## config.mk

```make
export PLATFORM = sky130hd
export DESIGN_NAME = srl_fifo_ctrl
export DESIGN_NICKNAME = d
export VERILOG_FILES = /design/src/rtl/srl_fifo_ctrl.sv
export SDC_FILE = /design/constraint.sdc
export NUM_CORES = 1
export LEC_CHECK = 0
export CORE_AREA = 8 8 45 47
export CTS_CLUSTER_SIZE = 24
export DETAILED_ROUTE_END_ITERATION = 8
export DIE_AREA = 0 0 53 55
export SYNTH_ARGS = -nofsm -noshare
export SYNTH_HDL_FRONTEND = slang
export SYNTH_SLANG_ARGS = --single-unit
```

## constraint.sdc

```tcl
create_clock -name ap_clk -period 1.4 [get_ports ap_clk]
set_input_delay 0.14 -clock ap_clk [delete_from_list [all_inputs] [get_ports ap_clk]]
set_output_delay 0.14 -clock ap_clk [all_outputs]
set_load 0.02 [all_outputs]
```

## src/rtl/srl_fifo_ctrl.sv

```systemverilog
// Pointer/flag controller for an external shift-register FIFO store.
// Tracks occupancy, drives the shift enable and read address, and flags errors.
module srl_fifo_ctrl #(
    parameter int ADDR_WIDTH   = 1,
    parameter int DEPTH        = 2,
    parameter int AFULL_THRESH = DEPTH - 1
) (
    input  logic                  ap_clk,
    input  logic                  ap_rst_n,
    input  logic                  if_write,
    output logic                  if_full_n,
    input  logic                  if_read,
    output logic                  if_empty_n,
    output logic                  srl_we,
    output logic [ADDR_WIDTH-1:0] srl_addr,
    output logic [ADDR_WIDTH:0]   count,
    output logic                  almost_full,
    input  logic                  err_clr,
    output logic                  overflow,
    output logic                  underflow
);
    localparam int CW = ADDR_WIDTH + 1;
    localparam logic [CW-1:0] ONE    = CW'(1);
    localparam logic [CW-1:0] FULL_C = CW'(DEPTH);
    localparam logic [CW-1:0] AF_C   = CW'(AFULL_THRESH);

    logic          wr, rd;
    logic [CW-1:0] next_count;
    logic [CW-1:0] next_m1;

    assign wr     = if_write & if_full_n;
    assign rd     = if_read & if_empty_n;
    assign srl_we = wr;

    // Simultaneous write+read keeps occupancy: the shift pushes the oldest word out past srl_addr.
    always_comb begin
        next_count = count;
        case ({wr, rd})
            2'b10:   next_count = count + ONE;
            2'b01:   next_count = count - ONE;
            default: next_count = count;
        endcase
    end

    assign next_m1 = next_count - ONE;

    always_ff @(posedge ap_clk or negedge ap_rst_n) begin
        if (!ap_rst_n) begin
            count       <= '0;
            srl_addr    <= '0;
            if_full_n   <= 1'b1;
            if_empty_n  <= 1'b0;
            almost_full <= 1'b0;
        end else begin
            count       <= next_count;
            srl_addr    <= (next_count != '0) ? next_m1[ADDR_WIDTH-1:0] : '0;
            if_empty_n  <= (next_count != '0);
            if_full_n   <= (next_count != FULL_C);
            almost_full <= (next_count >= AF_C);
        end
    end

    // A new error in the same cycle as err_clr takes priority.
    always_ff @(posedge ap_clk or negedge ap_rst_n) begin
        if (!ap_rst_n) begin
            overflow  <= 1'b0;
            underflow <= 1'b0;
        end else begin
            if (if_write & ~if_full_n)  overflow <= 1'b1;
            else if (err_clr)           overflow <= 1'b0;
            if (if_read & ~if_empty_n)  underflow <= 1'b1;
            else if (err_clr)           underflow <= 1'b0;
        end
    end
endmodule

```

==> results of run 1 <==
-- final cells by class --
type                       instances  area [sq um]  share of cell area
inverter                           6          25.0              0.0456
clock buffer                       4          26.3              0.0478
timing repair buffer              17           163               0.296
tap                               16          20.0              0.0364
multi-input combinational         16           139               0.253
sequential                         7           176               0.321
-- synthesized netlist by cell type, drive strengths merged --
master / number
a31oi: 1
and2: 2
buf: 2
dfrtp: 6
dfstp: 1
ha: 1
inv: 6
nand2: 3
nor3: 1
o22a: 1
o22ai: 3
xnor2: 2
xor2: 2
-- flip-flops by register name, summed over array words and instances, names as in the netlist --
name         count
if_full_n        1
srl_addr         1
underflow        1
count            2
almost_full      1
overflow         1
-- power by group through the flow --
stage	Sequential (uW)	Combinational, uW	Clock [uW]
final	337	775	178
after global routing	347	832	198
after CTS	341	787	184
after detailed placement	342	796	0
after global placement	339	788	0
after floorplan	467	367	0
-- metrics by stage --
stage                     power (uW)  instances  cell area (sq um)
final                           1290         66                549
after global routing            1380         66                549
after CTS                       1310         66                544
after detailed placement        1140         62                520
after global placement          1130         62                520
after floorplan                  834         31                355
-- metal layers --
metal | vias to the layer above | global-route usage | part of all wire
li1 | 136 | - | -
met1 | 134 | 0.0402 | 0.39
met2 | 13 | 0.0840 | 0.48
met5 | - | 0 | 0
met4 | 0 | 0.0647 | 0
met3 | 0 | 0.00802 | 0.13
-- cells by family after synthesis --
kind of cell	after synthesis
buffers and inverters	8
adders and majority gates	1
xor gates and xnor gates	4
and+or+nand+nor	6
DFF	7
AOI/OAI and AO/OA	5
-- critical path: stages (launching register included) --
cell           delay [ps]
dfstp_2               530
and2_4                130
dlygate4sd2_1         320
-- path summary, 6_finish.rpt --
kind	cells past startpoint	slack, ps	end	start
min reg2reg	1	490	underflow	almost_full
min in group ap_clk	1	490	underflow	almost_full
max reg2reg	6	80	if_full_n	if_full_n
max in group asynchronous	1	970	if_full_n	ap_rst_n
min	1	150	count[0]	ap_rst_n
max	2	30	srl_we	if_full_n
-- repair_timing --
item	4_1_cts	5_1_grt
endpoints found under the setup margin	2	2
gates cloned	0	0
gates resized for setup	2	2
==> impl_metrics.json, run 1 <==
{
  "diodes": 0,
  "hold_buffers": 0,
  "grt_pass1_wl_mm": 1.00,
  "clock-root-buffer": "clkbuf_4",
  "pre_cts_ws_ps": -105,
  "setup_ws_ps": 33.5,
  "cts_sinks": 7,
  "worstPathMaxFanout": 2,
  "dp_hpwl_microns": 563,
  "synth_area_leader_cell": "dfrtp_1",
  "netlist_instances": 31,
  "synth_top_area_share": 0.462,
  "synthesis.area_sq_um": 325,
  "ys_types": 13,
  "setup_tns_ps": 0,
  "synthSimpleGateAreaFrac": 0.0885,
  "worstPathArrival_ps": 1230,
  "synthAdderAreaFrac": 0.0385,
  "cts_buffers": 3,
  "finish.utilization": 0.397,
  "worstSetupPathType": "flip-flop to output pin",
  "ios": 14,
  "pwr-share-seq": 0.261,
  "dr.pass1.iters": 2,
  "p_leak_uw": 0.000246,
  "vias": 283,
  "p_sw_uw": 491,
  "internal-power_uw": 798,
  "clk-insertion-delay-late_ps": 240,
  "synthTopCellsByArea": "dfrtp_1 (46%), dfstp_2 (8.1%), inv_1 (6.9%)",
  "max-slew-margin-rel": 0.794,
  "wirelength_microns": 700,
  "synth_compound_area_frac": 0.108,
  "setup_viol": 0,
  "period_share": 0.976,
  "layout_common_cells": "clkdlybuf4s50_1 (9), dfrtp_1 (6), inv_1 (4), buf_4 (4)",
  "max_clock_freq_mhz": 732,
  "worstSetupEndpointType": "output pin",
  "cts_tree": "built",
  "synth_top_family_by_area": "buffers and inverters",
  "synthMuxAreaShare": 0,
  "status": "completed",
  "p_sw_frac": 0.381,
  "post_cts_buffers": 0,
  "clock_path_buffers": 2,
  "maxSlewViolCount": 0,
  "gr-total-overflow": 0,
  "finalHoldViolations": 0,
  "cts-htree-levels": 1,
  "ys_ff_latch": 7,
  "holdWs_ps": 151,
  "drc": 0,
  "fillers": 142,
  "core_sq_um": 1380,
  "comb_power_share": 0.601,
  "antenna_found_initial": 0,
  "synth_nets": 37,
  "place_congestion": 0.806,
  "area_delta_synth_final_pct": 68.8,
  "dieArea_sq_um": 2920,
  "vdd_drop_max_mv": 0.647,
  "cp.required_ps": 1260,
  "rsz0062_at_grt": "false",
  "die_w_microns": 53,
  "ys_warn_count": 0,
  "drt_iter0_drc": 3,
  "start_kind": "flip-flop",
  "drt-wirelength-per-cell_microns": 10.6,
  "cap_viol_max_count": 0,
  "finalClockSkew_ps": 0.301,
  "clk_pin_slew_worst_paths_ps": 50,
  "via_per_inst": 4.29,
  "ys_seq_area_frac": 0.542,
  "fin_nets": 57,
  "grt_usage": 0.0478,
  "ant_nets": 0,
  "synthXorXnorAreaFrac": 0.108,
  "dieHeight_microns": 55,
  "drive_above_1_share": 0.320,
  "tightest_slew_ps": 308,
  "grt_max_degree": 8,
  "rows": 14,
  "synth.avg_cell_area_sq_um": 10.5,
  "initial_core_util": 0.235,
  "final_common_cell": "clkdlybuf4s50_1",
  "portBuffers": 13,
  "grt_pass1_vias": 248,
  "power_density_nw_per_um2": 2350,
  "hold_path.class": "primary input to async pin",
  "min_period_ps": 1370,
  "p_clk_frac": 0.138
}
(Power assumes the default switching activity.)
==> run 2: changes to the inputs <==
--- a/config.mk
+++ b/config.mk
@@ -5,10 +5,10 @@
 export SDC_FILE = /design/constraint.sdc
 export NUM_CORES = 1
 export LEC_CHECK = 0
-export CORE_AREA = 8 8 45 47
+export CORE_AREA = 2 2 39 41
 export CTS_CLUSTER_SIZE = 24
 export DETAILED_ROUTE_END_ITERATION = 8
-export DIE_AREA = 0 0 53 55
+export DIE_AREA = 0 0 41 43
 export SYNTH_ARGS = -nofsm -noshare
 export SYNTH_HDL_FRONTEND = slang
 export SYNTH_SLANG_ARGS = --single-unit
==> impl_metrics.json, run 2 (synthesized netlist as in run 1, its figures left out) <==
{
  "max-slew-margin-rel": 0.799,
  "tightest_slew_ps": 300,
  "worstPathMaxFanout": 4,
  "wirelength_microns": 611,
  "pre_cts_ws_ps": -92.6,
  "portBuffers": 13,
  "finish.utilization": 0.392,
  "final_cells": 65,
  "post_cts_buffers": 0,
  "drive_above_1_share": 0.347,
  "cap_viol_max_count": 0,
  "highest_layer": "met4",
  "drt-wirelength-per-cell_microns": 9.40,
  "worstSetupPathType": "flip-flop to flip-flop",
  "largest_reg_flops": 2,
  "cp.required_ps": 1570,
  "cts_buffers": 3,
  "ant_nets": 0,
  "dr.pass1.iters": 1,
  "clock-root-buffer": "clkbuf_4",
  "clk_pin_slew_worst_paths_ps": 50,
  "core_sq_um": 1380,
  "finalClockSkew_ps": 2.59,
  "hold_buffers": 0,
  "regMostFlops": "count",
  "grt_usage": 0.0800,
  "power_density_nw_per_um2": 2340,
  "vias": 266,
  "vdd_drop_max_mv": 0.624,
  "via_per_inst": 4.09,
  "drc": 0,
  "max_clock_freq_mhz": 746,
  "grt_max_degree": 8,
  "period_share": 0.957,
  "fin_nets": 56,
  "wl_met3_microns": 58,
  "dieArea_sq_um": 1760,
  "die_w_microns": 41,
  "place_congestion": 0.785,
  "hold_path.class": "primary input to async pin",
  "start_kind": "flip-flop",
  "dp_hpwl_microns": 500,
  "setup_viol": 0,
  "p_total_uw": 1270,
  "maxSlewViolCount": 0,
  "clock_path_buffers": 2,
  "grt_pass1_vias": 240,
  "antenna_found_initial": 0,
  "wl_met1_microns": 231,
  "rsz0062_at_grt": "false",
  "wl_met2_microns": 308,
  "place_inst": 61,
  "cts-htree-levels": 1,
  "holdWs_ps": 147,
  "dieHeight_microns": 43,
  "diodes": 0,
  "layout_common_cells": "clkdlybuf4s50_1 (9), dfrtp_1 (6), inv_1 (4)",
  "gr-total-overflow": 0,
  "setup_ws_ps": 59.9,
  "cts_tree": "built",
  "drt_iter0_drc": 0,
  "rows": 14,
  "cts_sinks": 7,
  "grt_pass1_wl_microns": 855,
  "final_common_cell": "clkdlybuf4s50_1",
  "clk-insertion-delay-late_ps": 240,
  "worstPathArrival_ps": 1510,
  "status": "completed",
  "ios": 14,
  "initial_core_util": 0.235,
  "p_leak_uw": 0.000241,
  "worstSetupEndpointType": "flip-flop",
  "finalHoldViolations": 0,
  "min_period_ps": 1340,
  "area_delta_synth_final_pct": 66.9
}
[run 2: cell count changes in the layout (fill, tap and decap cells not counted)]
cell,previous run,this run
nor3_2,0,1
dlygate4sd2_1,2,1
clkbuf_2,0,1
nor3_1,1,0
buf_4,4,3
[run 2: layout make-up]
type / instances / area (sq um)
clock buffers: 4 / 26.3
fillers: 143 / 841
inverters: 6 / 25.0
multi-input cells: 16 / 144
flip-flops and latches: 7 / 176
well taps: 16 / 20.0
repair buffers: 16 / 151
[run 2: critical path, cell delays in order, from the launching register on]
cell and delay, ps:
dfstp_2 530, and2_4 140, inv_2 40, ha_4 230, inv_4 70, nand2_2 50
o22a_2 210
[run 2: final timing paths]
kind                                  start     endpoint  slack [ps]  cells after the start
worst max-delay path              if_full_n    if_full_n          60                      6
worst min-delay path               ap_rst_n  almost_full         150                      1
worst max register to register    if_full_n    if_full_n          60                      6
worst min register to register  almost_full    underflow         490                      1
max in group asynchronous          ap_rst_n    if_full_n         970                      1
min in group ap_clk                if_write     overflow         490                      3
[run 2: report_power, final]
| part | total (uW) | internal, uW | switching, uW |
|---|---|---|---|
| logic | 757 | 382 | 375 |
| registers | 338 | 298 | 40.6 |
| clock network | 174 | 108 | 65.8 |
[run 2: what timing repair did]
action,CTS,global route
endpoints found under the setup margin,2,4
pin swaps,0,0
resized for setup,2,5
[run 2: metrics by stage]
stage | area [sq um] | TNS [ps]
CTS | 537 | 0
finish | 543 | 0
global route | 543 | 0
detailed placement | 513 | -179
global placement | 513 | -174
floorplan | 355 | -93.3
[run 2: metal layers]
layer | vias up | track usage
met5 | - | 0
met4 | 0 | 0.100
met3 | 2 | 0.0314
met2 | 13 | 0.119
met1 | 118 | 0.0662
li1 | 133 | -
